## config.mk

```make
export PLATFORM = sky130hd
export DESIGN_NAME = multi_blinker_flat
export DESIGN_NICKNAME = d
export VERILOG_FILES = /design/src/rtl/multi_blinker_if.sv /design/src/rtl/multi_blinker.sv /design/src/flat_wrapper.sv
export SDC_FILE = /design/constraint.sdc
export NUM_CORES = 1
export LEC_CHECK = 0
export ABC_AREA = 1
export BUFFER_PORTS_ARGS = -buffer_cell sky130_fd_sc_hd__clkbuf_2
export CAP_MARGIN = 20
export CORE_MARGIN = 3
export CORE_UTILIZATION = 35
export DETAILED_ROUTE_END_ITERATION = 8
export GPL_TIMING_DRIVEN = 1
export HOLD_SLACK_MARGIN = 0.02
export PLACE_DENSITY = 0.54
export SYNTH_ARGS = -nofsm -noshare
export SYNTH_HDL_FRONTEND = slang
export SYNTH_SLANG_ARGS = --single-unit
```

## constraint.sdc

```tcl
create_clock -name sys_clk -period 17.8 [get_ports sys_clk]
set_input_delay 2.67 -clock sys_clk [delete_from_list [all_inputs] [get_ports sys_clk]]
set_output_delay 2.67 -clock sys_clk [all_outputs]
set_load 0.05 [all_outputs]
```

## src/rtl/multi_blinker_if.sv

```systemverilog
// multi_blinker_if: configuration write channel carrying mode, period and duty per channel
interface multi_blinker_if #(
    parameter int NCH   = 4,
    parameter int CNT_W = 26,
    parameter int PWM_W = 4
);
    localparam int CH_W = (NCH > 1) ? $clog2(NCH) : 1;
    logic             cfg_valid;
    logic             cfg_ready;
    logic [CH_W-1:0]  cfg_ch;
    logic [1:0]       cfg_mode;
    logic [CNT_W-1:0] cfg_period;
    logic [PWM_W-1:0] cfg_duty;
    modport master (output cfg_valid, cfg_ch, cfg_mode, cfg_period, cfg_duty, input cfg_ready);
    modport slave  (input cfg_valid, cfg_ch, cfg_mode, cfg_period, cfg_duty, output cfg_ready);
endinterface

```

## src/rtl/multi_blinker.sv

```systemverilog
// multi_blinker: independent LED channels with OFF/ON/BLINK/PULSE modes and shared PWM dimming
module multi_blinker #(
    parameter int NCH   = 4,
    parameter int CNT_W = 26,
    parameter int PWM_W = 4
) (
    input  logic           sys_clk,
    input  logic           sys_rst,
    multi_blinker_if.slave cfg,
    output logic [NCH-1:0] led_o,
    output logic [NCH-1:0] busy,
    output logic [NCH-1:0] done
);
    localparam int CH_W = (NCH > 1) ? $clog2(NCH) : 1;
    typedef enum logic [1:0] {OFF = 2'b00, ON = 2'b01, BLINK = 2'b10, PULSE = 2'b11} mode_t;
    logic             r_ready;
    logic [PWM_W-1:0] r_pwm;
    logic             w_acc;
    assign w_acc         = cfg.cfg_valid & r_ready;
    assign cfg.cfg_ready = r_ready;
    // Handshake: refuse the cycle right after every accepted write
    always_ff @(posedge sys_clk or posedge sys_rst)
        if (sys_rst) r_ready <= 1'b0;
        else         r_ready <= ~w_acc;
    // Shared brightness counter, free-running and wrapping naturally
    always_ff @(posedge sys_clk or posedge sys_rst)
        if (sys_rst) r_pwm <= '0;
        else         r_pwm <= r_pwm + 1'b1;
    for (genvar g = 0; g < NCH; g++) begin : g_ch
        mode_t            r_mode;
        logic [CNT_W-1:0] r_cnt;
        logic [CNT_W-1:0] r_per;
        logic [PWM_W-1:0] r_duty;
        logic             r_lvl;
        logic             r_done;
        logic             r_led;
        logic             w_wr;
        logic             w_tc;
        assign w_wr = w_acc && (cfg.cfg_ch == CH_W'(g));
        assign w_tc = r_cnt == r_per;
        // Channel state: a write overrides whatever the old configuration would do on this edge
        always_ff @(posedge sys_clk or posedge sys_rst) begin
            if (sys_rst) begin
                r_mode <= OFF;
                r_cnt  <= '0;
                r_per  <= '0;
                r_duty <= '0;
                r_lvl  <= 1'b0;
                r_done <= 1'b0;
            end else if (w_wr) begin
                r_mode <= mode_t'(cfg.cfg_mode);
                r_cnt  <= '0;
                r_per  <= cfg.cfg_period;
                r_duty <= cfg.cfg_duty;
                r_lvl  <= cfg.cfg_mode != OFF;
                r_done <= 1'b0;
            end else begin
                r_done <= 1'b0;
                case (r_mode)
                    OFF: begin
                        r_cnt <= '0;
                        r_lvl <= 1'b0;
                    end
                    ON: begin
                        r_cnt <= '0;
                        r_lvl <= 1'b1;
                    end
                    BLINK: begin
                        r_cnt <= w_tc ? '0 : r_cnt + 1'b1;
                        r_lvl <= r_lvl ^ w_tc;
                    end
                    PULSE: begin
                        r_cnt  <= w_tc ? '0 : r_cnt + 1'b1;
                        r_lvl  <= ~w_tc;
                        r_done <= w_tc;
                        r_mode <= w_tc ? OFF : PULSE;
                    end
                endcase
            end
        end
        // LED drive: level gated by the duty compare, one register stage behind the level
        always_ff @(posedge sys_clk or posedge sys_rst)
            if (sys_rst) r_led <= 1'b0;
            else         r_led <= r_lvl && (r_pwm <= r_duty);
        assign led_o[g] = r_led;
        assign busy[g]  = r_mode == PULSE;
        assign done[g]  = r_done;
    end
endmodule

```

## src/flat_wrapper.sv

```systemverilog
// flat-port wrapper written by rule: the top's interface ports become plain ports
module multi_blinker_flat 
#(
    parameter int NCH   = 4,
    parameter int CNT_W = 26,
    parameter int PWM_W = 4
)
  (sys_clk, sys_rst, led_o, busy, done, cfg_cfg_valid, cfg_cfg_ch, cfg_cfg_mode, cfg_cfg_period, cfg_cfg_duty, cfg_cfg_ready);
  multi_blinker_if #(.NCH(NCH), .CNT_W(CNT_W), .PWM_W(PWM_W)) cfg_i ();
  input  logic sys_clk;
  input  logic sys_rst;
  output logic [NCH-1:0] led_o;
  output logic [NCH-1:0] busy;
  output logic [NCH-1:0] done;
  input wire logic [$bits(cfg_i.cfg_valid)-1:0] cfg_cfg_valid;
  input wire logic [$bits(cfg_i.cfg_ch)-1:0] cfg_cfg_ch;
  input wire logic [$bits(cfg_i.cfg_mode)-1:0] cfg_cfg_mode;
  input wire logic [$bits(cfg_i.cfg_period)-1:0] cfg_cfg_period;
  input wire logic [$bits(cfg_i.cfg_duty)-1:0] cfg_cfg_duty;
  output wire logic [$bits(cfg_i.cfg_ready)-1:0] cfg_cfg_ready;
  assign cfg_i.cfg_valid = cfg_cfg_valid;
  assign cfg_i.cfg_ch = cfg_cfg_ch;
  assign cfg_i.cfg_mode = cfg_cfg_mode;
  assign cfg_i.cfg_period = cfg_cfg_period;
  assign cfg_i.cfg_duty = cfg_cfg_duty;
  assign cfg_cfg_ready = cfg_i.cfg_ready;
  multi_blinker #(.NCH(NCH), .CNT_W(CNT_W), .PWM_W(PWM_W)) u_core (.sys_clk(sys_clk), .sys_rst(sys_rst), .cfg(cfg_i), .led_o(led_o), .busy(busy), .done(done));
endmodule
```

======== Word-level counts from Yosys, hierarchy flattened ========
Index checks and enable logic that the tools add are counted.
word-level totals
  flip-flop bits (word level) ............. 249
  input port bits ......................... 37
  output and inout bits ................... 13
  logic and storage cells ................. 134
operators by class
  $add $sub $neg .......................... 5
  order comparisons ....................... 4
  eq/ne operators ......................... 19
  muxes and demuxes ....................... 40
  bitwise operators ....................... 10
  reductions and logical operators ........ 26
operators by type and width
  cell                                                  count
  two-way mux 26 bit                                    8
  case mux 26 bit (2 select lines)                      4
  adder 26 x 1 -> 26 bit (second input constant)        4
  equality test 26 bit                                  4
  two-way mux 2 bit                                     12
  equality test 2 bit (second input constant)           10
  <= comparator 4 bit                                   4
  case mux 1 bit (4 select lines)                       4
  OR reduction 2 bit                                    8
  two-way mux 1 bit                                     12
  equality test 2 x 1 -> 1 bit (second input constant)  5
  zero test 2 bit                                       5
  nonzero test 2 bit                                    5
  logical AND 1 bit                                     8
  inverter 1 bit                                        5
  adder 4 x 1 -> 4 bit (second input constant)          1
  bitwise XOR 1 bit                                     4
  AND 1 bit                                             1

======== Logic depth before layout (Yosys ltp) ========
Gate-level depths: netlist of run 1.
  word-level depth ........................ 4
  mapped depth ............................ 12

======== Worst setup path after synthesis of run 1 ========
Ideal clock, no wire load.
  path kind ............................... input-to-reg
  start ................................... input port cfg_cfg_valid
  end ..................................... register u_core.g_ch[2].r_duty[2]
  setup time .............................. 0.133 ns
  arrival ................................. 3.547 ns
  slack ................................... 14.120 ns
  cell stages on the path ................. 6
  cell sequence ........................... nand2_1 inv_1 nand3_1 buf_2 clkbuf_1 o21ai_0
on the way
  longest elaborated chain between the ends .. 2
RTL lines
  element               RTL line             RTL
  start, declared       flat_wrapper.sv:15   input wire logic [$bits(cfg_i.cfg_valid)-1:0] cfg_cfg_valid;
  AND 1 bit             multi_blinker.sv:19  assign w_acc = cfg.cfg_valid & r_ready;
  logical AND 1 bit     multi_blinker.sv:39  assign w_wr = w_acc && (cfg.cfg_ch == CH_W'(g));
  end signal, assigned  multi_blinker.sv:54  r_duty <= cfg.cfg_duty;
  end, declared         multi_blinker.sv:33  logic [PWM_W-1:0] r_duty;
No other way between the ends.
A chain may end at the register's enable or synchronous reset.

==> results of run 1 <==
==> cells by family (layout without fill, tap and decap cells) <==
kind of cell / count (synthesis) / count (layout) / share of synthesized area
DFF: 249 / 249 / 0.480
and+or+nand+nor: 782 / 782 / 0.258
buffers and inverters: 269 / 328 / 0.0851
xor gates and xnor gates: 131 / 131 / 0.0883
adders and majority gates: 21 / 21 / 0.0202
AOI/OAI and AO/OA: 171 / 171 / 0.0688
==> power breakdown <==
part           leakage [nW]  internal, mW  total [mW]  switching, mW
sequential             3.25         0.647       0.716         0.0694
combinational          3.25         0.105       0.306          0.202
clock                 0.449         0.357       0.590          0.233
total                  6.95          1.11        1.61          0.504
==> cell type report <==
class / instances / area, um2
clock buffers: 48 / 827
clock inverters: 5 / 104
fillers: 3652 / 21500
inverters: 219 / 830
multi-input cells: 1105 / 5670
flip-flops and latches: 249 / 6230
well taps: 461 / 577
repair buffers: 56 / 318
==> critical path: stages <==
cell and delay (ns):
clkbuf_2 0.13, inv_8 0.46, buf_4 0.77, buf_4 0.34, buf_16 0.32
==> routing by layer <==
layer | GRT usage | wire [um] | part of all wire
met5 | 0 | 0 | 0
met4 | 0.0469 | 959 | 0.028
met1 | 0.242 | 16100 | 0.47
met3 | 0.0261 | 1280 | 0.037
met2 | 0.295 | 16000 | 0.47
==> cell usage in the layout (no fill, tap or decap), drive strengths merged, types with 2 or more instances in the layout <==
master,n
nand4,39
nand2,424
clkbuf,97
nor2,199
nor4,8
bufinv,3
dfrtp,249
buf,7
nor3b,2
nand3,69
a21boi,4
o22ai,3
a21oi,16
xnor2,55
o211ai,6
xor2,76
ha,21
nor3,41
inv,220
o21ai,139
==> sequential cells by signal, summed over array words and instances (netlist names) <==
name and flops:
u_core.r_pwm 4, u_core.g_ch.r_per 104, u_core.cfg.cfg_ready 1, u_core.g_ch.r_done 4, u_core.g_ch.r_duty 16, u_core.g_ch.r_mode 8
u_core.g_ch.r_led 4, u_core.g_ch.r_lvl 4, u_core.g_ch.r_cnt 104
==> worst min path at each step <==
stage	startpoint	end	slack [ns]
finish	u_core.g_ch[2].r_duty[3]	u_core.g_ch[2].r_duty[3]	0.49
global placement	u_core.g_ch[3].r_duty[3]	u_core.g_ch[3].r_duty[3]	0.47
floorplan	u_core.g_ch[2].r_duty[1]	u_core.g_ch[2].r_duty[1]	0.45
global route	u_core.g_ch[3].r_duty[2]	u_core.g_ch[3].r_duty[2]	0.51
CTS	u_core.g_ch[2].r_duty[3]	u_core.g_ch[2].r_duty[3]	0.49
detailed placement	u_core.g_ch[2].r_duty[3]	u_core.g_ch[2].r_duty[3]	0.47
==> through the flow <==
step	worst slack [ns]	hold slack, ns	total power, mW	std cells	utilization
2_1_floorplan	8.29	0.453	0.961	1623	-
3_3_place_gp	12.38	0.471	1.03	2089	0.377
3_5_place_dp	12.39	0.475	1.04	2089	0.377
4_1_cts	12.98	0.489	1.64	2142	0.403
5_1_grt	13.20	0.510	1.71	2143	0.403
6_report	13.55	0.488	1.61	2143	0.403
==> impl_metrics.ini, run 1 <==
[synth]
yosysTopAreaCellShare = 0.480
ys_types = 34
netlist_area_um2 = 13000
yosys_most_used_dff = dfrtp_1
synthesis.nets = 1681
synth_seq_cells = 249
synth-edff-count = 0
synth_top_cells_by_area = dfrtp_1 (48%), nand2_1 (12%), inv_1 (6.3%)
yosys-top-cells-count = nand2_1 (417), dfrtp_1 (249), inv_1 (217)
async_flop_share = 1.00
yosysTopAreaCell = dfrtp_1
yosysWarnings = 0
synth_most_common_cell = nand2_1
synth_sequential_area_ratio = 0.480
synth_cells = 1623
avgSynthCellArea_um2 = 8.00

[clocking]
cts_max_level = 1
cts_buffer_depth = 3
post_cts_buffers = 0
numClockSinks = 249
cts-root-buf = clkbuf_16
cts_buffers = 29
cts_tree = built
clock_latency_ns = 0.56
holdBufCountCts = 0
clk_pin_slew_ns = 0.06
cts_resized = 0

[setup_path]
cp_data_arrival_time_ns = 4.96
cp_max_fo = 107
r2r-end = u_core.g_ch[3].r_cnt[6]
crit_required_ns = 18.51
start_kind = input port
startpoint = sys_rst
endpoint_kind = asynchronous set/reset pin
rrSetupSlack_ns = 15.64
regToRegStartpoint = u_core.cfg.cfg_ready
endpoint = u_core.g_ch[1].r_cnt[9]
crit_type = in -> async
reg2reg_depth = 6

[finish]
diodes = 0
final_area_um2 = 14600
syn_to_final_growth_pct = 12.1
drive_gt1_frac = 0.0767
fin_nets = 1718

[timing]
max-slew-margin-rel = 0.333
rsz0062_at_grt = no
slew_violations = 0
setup_viol = 0
worst_slew_pin_slew_ns = 0.999
final.min_clock_period_ns = 4.25
clock_skew_ns = 0.0161
final.period_utilization = 0.239
finalHoldViolations = 0
fmax_mhz = 235
finalSetupTns_ns = 0

[placed_design]
numPortBuffers = 49
dpl.hpwl_mm = 24.7
placedInstanceArea_um2 = 13600
gp_congestion = 0.900

[die]
core_um2 = 36100
io_pins = 50
start_util = 0.360
die_width_um = 199
dieArea_um2 = 39500
rows = 69
die_height_um = 199

[global_route]
grt_pass1_wl_mm = 54.9
grt_pass1_vias = 10100
antenna_found_initial = 0
globalRoute.totalOverflow = 0
track_usage = 0.177
grt_max_degree = 108

[detailed_routing]
drt_wl_total_mm = 34.3
via_count = 10300
ant_nets = 0
drc_errors = 0
wire_per_inst_um = 16.0
drtIter0Drc = 708
firstDrtPassIters = 5
via_per_inst = 4.80

[min_path]
hold_class = reg -> reg
hold_depth = 2

[pwr]
powerDensity_nw_per_um2 = 111
p_leak_nw = 6.95
vdd_drop_max_uv = 77.1

[outcome]
status = completed

[flow_run]
maxCapViolations = 0
(Power assumes the default switching activity.)
==> run 2: changes to the inputs <==
--- a/config.mk
+++ b/config.mk
@@ -5,7 +5,7 @@
 export SDC_FILE = /design/constraint.sdc
 export NUM_CORES = 1
 export LEC_CHECK = 0
-export ABC_AREA = 1
+export ABC_AREA = 0
 export BUFFER_PORTS_ARGS = -buffer_cell sky130_fd_sc_hd__clkbuf_2
 export CAP_MARGIN = 20
 export CORE_MARGIN = 3
==> constraint.sdc (replaced) <==
create_clock -name sys_clk -period 4.1 [get_ports sys_clk]
set_input_delay 0.615 -clock sys_clk [delete_from_list [all_inputs] [get_ports sys_clk]]
set_output_delay 0.615 -clock sys_clk [all_outputs]
set_load 0.05 [all_outputs]
==> impl_metrics.ini, run 2 <==
[outcome]
status = completed

[synth]
synth_top_cells_by_area = dfrtp_1 (51%), xor2_1 (8.5%), mux2_2 (8.3%)
synth_seq_cells = 249
async_flop_share = 1.00
yosysWarnings = 0
synth_most_common_cell = dfrtp_1
synth_cells = 1139
synthesis.nets = 1197
yosys-top-cells-count = dfrtp_1 (249), nor2_1 (134), nand2_1 (124)
avgSynthCellArea_um2 = 10.8
ys_types = 44
synth-edff-count = 0
yosysTopAreaCell = dfrtp_1
synth_sequential_area_ratio = 0.509
yosys_most_used_dff = dfrtp_1
netlist_area_um2 = 12200
yosysTopAreaCellShare = 0.509

[pwr]
comb_power_share = 0.153
vdd_drop_max_uv = 339
powerDensity_nw_per_um2 = 468
seqPwrFrac = 0.469
p_leak_nw = 6.25
switching_share = 0.280
p_int_mw = 4.67
totalPowerFinal_mw = 6.49
p_sw_mw = 1.82
clock_power_share = 0.378

[finish]
layout_common_cells = dfrtp_1 (249), nor2_1 (134), nand2_1 (124)
diodes = 0
syn_to_final_growth_pct = 13.2
layout.cells.non_filler = 1655
finish.utilization = 0.407
fin_nets = 1244
reg.largest.list = u_core.g_ch.r_cnt x104, u_core.g_ch.r_per x104, u_core.g_ch.r_duty x16
drive_gt1_frac = 0.174
final_common_cell = dfrtp_1
final_area_um2 = 13900

[timing]
final.period_utilization = 0.596
rsz0062_at_grt = no
final.min_clock_period_ns = 2.44
clock_skew_ns = 0.0178
slew_violations = 0
fin_ws_ns = 1.66
max-slew-margin-rel = 0.408
finalHoldViolations = 0
fmax_mhz = 409
finalSetupTns_ns = 0
worst_slew_pin_slew_ns = 0.888
setup_viol = 0
hold_slack_ns = 0.333

[clocking]
cts_buffer_depth = 3
clock_latency_ns = 0.54
cts_max_level = 1
holdBufCountCts = 0
cts_buffers = 28
clk_pin_slew_ns = 0.06
cts-root-buf = clkbuf_16
cts_resized = 0
numClockSinks = 249
post_cts_buffers = 0
cts_tree = built

[min_path]
hold_class = in -> reg
min-delay-start = cfg_cfg_valid

[die]
start_util = 0.360
io_pins = 50
rows = 67
core_um2 = 34000
dieArea_um2 = 37300
die_width_um = 193
die_height_um = 193

[flow_run]
maxCapViolations = 0

[setup_path]
cp_max_fo = 26
crit_type = reg -> reg
startpoint = u_core.g_ch[2].r_cnt[6]
start_kind = flop
cp_data_arrival_time_ns = 2.84
regToRegStartpoint = u_core.g_ch[2].r_cnt[6]
endpoint_kind = flop
crit_required_ns = 4.50

[detailed_routing]
drc_errors = 0
drtIter0Drc = 554
firstDrtPassIters = 7
via_count = 8252
drt_wl_total_mm = 30.0
via_per_inst = 4.99
wire_per_inst_um = 18.2
ant_nets = 0

[global_route]
antenna_found_initial = 1
grt_max_degree = 92
globalRoute.totalOverflow = 0
track_usage = 0.165
grt_pass1_wl_mm = 47.9
grt_pass1_vias = 8265

[placed_design]
dpl.hpwl_mm = 20.8
placedCellCount = 1601
placedInstanceArea_um2 = 12900
gp_congestion = 0.779
dp_slack_ns = 1.67
numPortBuffers = 49
[run 2: cell type report]
cell class                      instances  area (um2)
Fill cell                            3357       20200
Clock inverter                          6        66.3
Timing Repair Buffer                   60         400
Sequential cell                       249        6230
Tap cell                              448         561
Multi-Input combinational cell        817        5660
Inverter                               30         116
Clock buffer                           45         835
[run 2: power by group through the flow]
stage	Combinational [mW]	Clock, mW	Sequential (mW)
final	0.996	2.45	3.04
after global routing	1.11	2.61	3.08
after CTS	1.01	2.52	3.04
after detailed placement	1.00	0	3.08
after global placement	0.988	0	3.08
after floorplan	0.804	0	3.00
[run 2: path summary, 6_finish.rpt]
kind,to,slack (ns),cells past startpoint
setup / recovery,u_core.g_ch[2].r_cnt[8],1.66,5
hold / removal,u_core.cfg.cfg_ready,0.33,2
setup reg to reg,u_core.g_ch[2].r_cnt[8],1.66,5
hold reg to reg,u_core.g_ch[0].r_duty[0],0.49,2
max in group asynchronous,u_core.g_ch[2].r_per[7],2.61,5
min in group asynchronous,u_core.g_ch[3].r_done,0.52,3
[run 2: layer usage]
metal	routed length [um]	vias to the layer above	track usage
li1	-	3965	-
met3	1070	36	0.0210
met1	14900	4124	0.245
met5	0	-	0
met4	560	0	0.0337
met2	13500	127	0.261
[run 2: cell families after synthesis]
logic type / count (synthesis) / share of synthesized area
AOI/OAI and AO/OA: 42 / 0.0258
xor gates and xnor gates: 201 / 0.144
adders and majority gates: 21 / 0.0215
buffers and inverters: 73 / 0.0305
DFF: 249 / 0.509
muxes: 90 / 0.0827
and+or+nand+nor: 463 / 0.187
[run 2: critical path: stages (launching register included)]
cell and delay (ns):
dfrtp_1 0.43, xor2_1 0.16, nor4_1 0.58, nand3_1 0.29
o211ai_4 0.71, nor2_1 0.11
